$ cat config.mk
export PLATFORM = sky130hd
export DESIGN_NAME = ram_dist_dp
export DESIGN_NICKNAME = d
export VERILOG_FILES = /design/src/rtl/ram_dist_dp.sv
export SDC_FILE = /design/constraint.sdc
export NUM_CORES = 1
export LEC_CHECK = 0
export ABC_AREA = 0
export CORE_MARGIN = 4
export CORE_UTILIZATION = 40
export DETAILED_ROUTE_END_ITERATION = 10
export DONT_BUFFER_PORTS = 1
export GPL_TIMING_DRIVEN = 0
export SYNTH_ARGS = -nofsm -noshare
export SYNTH_HDL_FRONTEND = slang
export SYNTH_SLANG_ARGS = --single-unit
$ cat constraint.sdc
create_clock -name CLK -period 8.1 [get_ports CLK]
set_input_delay 2.43 -clock CLK [delete_from_list [all_inputs] [get_ports CLK]]
set_output_delay 2.43 -clock CLK [all_outputs]
set_load 0.02 [all_outputs]
$ cat src/rtl/ram_dist_dp.sv
// Dual-port distributed RAM with a built-in sweep that writes INIT_VAL to every word after reset or CLR.
// Latency: reads take 0 cycles (OUT_REG=0) or 1 cycle (OUT_REG=1); a clear takes 2**ADDR_W cycles.
// Backpressure: user writes and CLR are dropped while RDY=0; reads are never stalled.
module ram_dist_dp #(
    parameter int                 DATA_W   = 8,
    parameter int                 ADDR_W   = 6,
    parameter logic [DATA_W-1:0]  INIT_VAL = '0,
    parameter bit                 OUT_REG  = 1'b0
) (
    input  logic              CLK,
    input  logic              RST,
    input  logic              CLR,
    input  logic              WE,
    input  logic [ADDR_W-1:0] A,
    input  logic [ADDR_W-1:0] DPRA,
    input  logic [DATA_W-1:0] D,
    output logic [DATA_W-1:0] SPO,
    output logic [DATA_W-1:0] DPO,
    output logic              RDY
);
    localparam int DEPTH = 1 << ADDR_W;

    typedef enum logic {
        ST_CLEARING = 1'b0,
        ST_RUN      = 1'b1
    } state_t;

    // Power-up values give a deterministic simulation start before the first RST.
    logic [DATA_W-1:0] mem [DEPTH] = '{default: INIT_VAL};
    state_t            state       = ST_RUN;
    logic              rdy_q       = 1'b1;
    logic [ADDR_W-1:0] ptr         = '0;

    state_t            state_nxt;
    logic [ADDR_W-1:0] ptr_nxt;
    logic              mem_we;
    logic [ADDR_W-1:0] mem_addr;
    logic [DATA_W-1:0] mem_dat;

    always_comb begin
        state_nxt = state;
        ptr_nxt   = ptr;
        mem_we    = 1'b0;
        mem_addr  = A;
        mem_dat   = D;
        case (state)
            ST_CLEARING: begin
                mem_we   = 1'b1;
                mem_addr = ptr;
                mem_dat  = INIT_VAL;
                ptr_nxt  = ptr + 1'b1;
                if (&ptr) begin
                    state_nxt = ST_RUN;
                end
            end
            ST_RUN: begin
                if (CLR) begin
                    state_nxt = ST_CLEARING;
                    ptr_nxt   = '0;
                end else if (WE) begin
                    mem_we = 1'b1;
                end
            end
            default: begin
                state_nxt = ST_CLEARING;
                ptr_nxt   = '0;
            end
        endcase
    end

    always_ff @(posedge CLK) begin
        if (RST) begin
            state <= ST_CLEARING;
            ptr   <= '0;
            rdy_q <= 1'b0;
        end else begin
            state <= state_nxt;
            ptr   <= ptr_nxt;
            rdy_q <= (state_nxt == ST_RUN);
        end
    end

    // Reset blocks the array write so a restarted sweep cannot race a user write.
    always_ff @(posedge CLK) begin
        if (mem_we && !RST) begin
            mem[mem_addr] <= mem_dat;
        end
    end

    assign RDY = rdy_q;

    generate
        if (OUT_REG) begin : g_oreg
            logic [DATA_W-1:0] spo_q = INIT_VAL;
            logic [DATA_W-1:0] dpo_q = INIT_VAL;

            // Nonblocking capture alongside the array write yields read-first behaviour.
            always_ff @(posedge CLK) begin
                if (RST) begin
                    spo_q <= INIT_VAL;
                    dpo_q <= INIT_VAL;
                end else begin
                    spo_q <= mem[A];
                    dpo_q <= mem[DPRA];
                end
            end

            assign SPO = spo_q;
            assign DPO = dpo_q;
        end else begin : g_async
            assign SPO = mem[A];
            assign DPO = mem[DPRA];
        end
    endgenerate
endmodule
==> reports/qor.csv <==
stage,metric,value,unit
outcome,status,"complete, but fails checks",
outcome,failing checks,setup timing,
min_path,Hold Crit Endpoint,ptr[0]$_SDFFE_PP0P_,
min_path,Worst Hold Class,flip-flop to flip-flop,
routing,Routed met2 length,38000,um
synth,sequential share of the synthesized area,63.1,%
timing,Final TNS setup,-0.0777,ns
grt,largest net degree at the start of global routing,54,
clocking,Clock Latency Late Sink,0.63,ns
clocking,"CTS clk-pin slew, worst paths",0.06,ns
timing,min Tclk post-route,8.18,ns
clocking,CTS Sinks,519,
floorplanning,die height,256,um
routing,Iter 0 DRT Violations,2234,
cells_and_area,Layout Cells excl Fill,2185,
routing,DRT antenna net count,0,
timing,Hold WS,0.586,ns
grt,first-pass GRT wire length,113000,um
min_path,hold depth,2,
cells_and_area,post-route cell area,27600,um2
timing,Final setup viols,1,
synth,leading register cell type out of synthesis,edfxtp_1,
power,VDD IR max,0.150,mV
floorplanning,Core ar.,60600,um2
critical_path,Worst Setup Start Kind,primary input,
grt,total global routing overflow,0,
min_path,worst hold start,ptr[0]$_SDFFE_PP0P_,
grt,Total Routing Usage GR,24.6,%
placement,Post-DP Area,25700,um2
critical_path,worst reg2reg path depth,6,
critical_path,Crit Path Max Fanout,10,
cells_and_area,Multi-input gate area,8570,um2
placement,DP Cell Count,2081,
routing,Post-Route WL,81700,um
floorplanning,FP Rows,90,
clocking,clk buf depth,3,
placement,gpl congestion,0.941,
clocking,setup bufs post-CTS,0,
clocking,CTS tree,done,
cells_and_area,ratio of cells with drive above 1 in the final layout,31.0,%
critical_path,crit end category,primary output,
clocking,CTS Buf Count,56,
routing,DRC viols,0,
power,Design Power,6.01,mW
synth,"EDFF count, synth",512,
floorplanning,Die W,256,um
clocking,CTS resizes,9,
synth,synth warn,0,
synth,post-synthesis average cell area,19.0,um2
routing,vias per cell,6.70,
timing,setup ws final,-0.0777,ns
cells_and_area,Layout Utilization,45.6,%
synth,Netlist cell types,51,
clocking,Root Buffer,clkbuf_16,
routing,DR top layer,met5,
clocking,"Hold-fix buffers, CTS",0,
timing,max_slew headroom,11.9,%
timing,fraction of the cycle the final worst path needs,101,%
grt,initial antenna violation count,4,
timing,Tightest Pin Transition,1.32,ns
critical_path,reg2reg start,RDY$_SDFF_PP0_,
timing,RSZ-0062 raised after global routing,false,
cells_and_area,Nets,1382,
timing,"Slew Viols, Final",0,
clocking,htree depth,2,
placement,dpl ws,-0.518,ns
synth,Mapped Nets,1316,
routing,routed len/inst,37.4,um
placement,hpwl dp,57300,um
synth,Synth Instances,1291,
synth,async set-reset flop share out of synthesis,0,%
timing,clock skew,0.0180,ns
routing,total number of vias,14645,
placement,input/output buffers,0,
synth,Yosys reg bits,519,
flow_run,maxcap violations,0,
floorplanning,initial core utilization,40.6,%
timing,final hold violation count,0,
routing,met3 wire len,9580,um
power,Leak,8.14,nW
routing,wire length on met1,30800,um
critical_path,capturing point of the worst reg2reg path,mem[26][0]$_DFFE_PP_,
cells_and_area,register area,15500,um2
critical_path,R2R setup slack,4.38,ns
power,P per Cell Area,218,nW/um2
critical_path,CP Data Arrival Time,5.75,ns
cells_and_area,Fill cells,5165,
routing,TritonRoute pass-1 iters,6,
floorplanning,I/O pins,41,
synth,mapped cell area,24600,um2
cells_and_area,area grow syn2layout,12.4,%
floorplanning,die area,65500,um2
critical_path,Crit Path Category,primary input to primary output,
critical_path,"Req. time, crit path",5.67,ns
timing,Max Freq,0.122,GHz
grt,vias in the first global route,14750,
==> Yosys cell counts, types with 2 or more instances <==
| library cell | n | area [um2] |
|---|---|---|
| a2111oi_0 | 3 | 26.3 |
| a211oi_1 | 5 | 37.5 |
| a21oi_1 | 11 | 55.1 |
| a221o_1 | 3 | 30.0 |
| a221oi_1 | 16 | 140 |
| a22o_1 | 3 | 26.3 |
| a22oi_1 | 13 | 97.6 |
| a311o_1 | 2 | 20.0 |
| a31oi_1 | 7 | 43.8 |
| a32oi_1 | 2 | 17.5 |
| and2_1 | 13 | 81.3 |
| and3_1 | 3 | 18.8 |
| buf_1 | 7 | 26.3 |
| buf_2 | 36 | 180 |
| buf_4 | 18 | 135 |
| buf_6 | 2 | 22.5 |
| clkbuf_1 | 34 | 128 |
| clkinv_1 | 2 | 7.51 |
| dfxtp_1 | 7 | 140 |
| edfxtp_1 | 512 | 15400 |
| inv_1 | 3 | 11.3 |
| mux2_2 | 15 | 169 |
| mux2i_1 | 55 | 551 |
| mux4_1 | 3 | 78.8 |
| mux4_2 | 263 | 5920 |
| nand2_1 | 45 | 169 |
| nand2b_1 | 10 | 62.6 |
| nand3_1 | 11 | 55.1 |
| nand3b_1 | 2 | 15.0 |
| nor2_1 | 94 | 353 |
| nor2b_1 | 6 | 37.5 |
| nor3_1 | 2 | 10.0 |
| nor3b_1 | 2 | 15.0 |
| o211ai_1 | 5 | 37.5 |
| o21a_1 | 3 | 22.5 |
| o21ai_0 | 33 | 165 |
| o21ai_1 | 3 | 15.0 |
| o221ai_1 | 2 | 17.5 |
| o22ai_1 | 16 | 100 |
| o31ai_1 | 8 | 60.1 |
==> cell usage in the layout (no fill, tap or decap), types with 7 or more instances in the layout <==
cell type	instances
clkbuf_16	57
nand3_1	11
buf_2	34
buf_1	7
nand2b_1	10
a21oi_1	11
clkinv_2	7
a31oi_1	7
buf_12	8
clkbuf_1	47
a221oi_1	15
mux2i_1	55
nor2_1	94
o22ai_1	16
buf_4	19
mux2_2	15
a22oi_1	13
clkinv_1	13
nand2_1	45
bufinv_16	8
o31ai_1	8
edfxtp_1	512
o21ai_0	28
mux4_2	263
and2_2	8
dfxtp_1	7
==> per-layer routing <==
layer  track usage (%)  up-vias
li1                  -     5669
met1              32.8     7820
met2              38.8      964
met3              7.35      190
met4              8.99        2
met5                 0        -
==> sequential cells by signal (all words and copies together), names as in the netlist <==
register	flops
RDY	1
mem	512
ptr	6
==> cells by family after synthesis <==
family,count (synthesis),share of synthesized area (%)
AOI/OAI and AO/OA,138,3.81
and+or+nand+nor,194,3.51
buffers and inverters,103,2.16
adders and majority gates,1,0.0509
DFF,519,63.1
muxes,336,27.3
==> cell type report <==
| class | count | area share, % |
|---|---|---|
| buffer | 98 | 1.87 |
| antenna | 1 | 0.00906 |
| clock inverter | 33 | 1.35 |
| clock buffer | 70 | 5.34 |
| tap | 782 | 3.54 |
| sequential | 519 | 56.2 |
| inverter | 5 | 0.0680 |
| multi-input combinational | 669 | 31.0 |
| timing repair buffer | 8 | 0.607 |
==> critical path, stage by stage <==
cell      delay [ns]
buf_2           0.32
buf_2           0.48
buf_2           0.57
mux4_2          0.42
a221oi_1        0.90
a221oi_1        0.17
a22o_1          0.41
==> report_power, final <==
group          leakage [nW]  internal (mW)  switching (mW)
registers              4.37           2.91         0.00495
clock network         0.894           1.54            1.08
logic                  2.88          0.173           0.297
total                  8.14           4.63            1.38
==> how the worst max path moves through the flow <==
stage                 start  endpoint  slack (ns)  depth (start not counted)
finish              DPRA[1]    DPO[4]       -0.08                          7
global placement       A[0]    SPO[3]       -0.53                          9
global route        DPRA[1]    DPO[4]       0.008                          7
floorplan              A[0]    SPO[2]        1.28                          9
CTS                    A[0]    SPO[3]       -0.01                          9
detailed placement     A[0]    SPO[3]       -0.52                          9
Note: power is estimated with default switching activity, not from simulation.
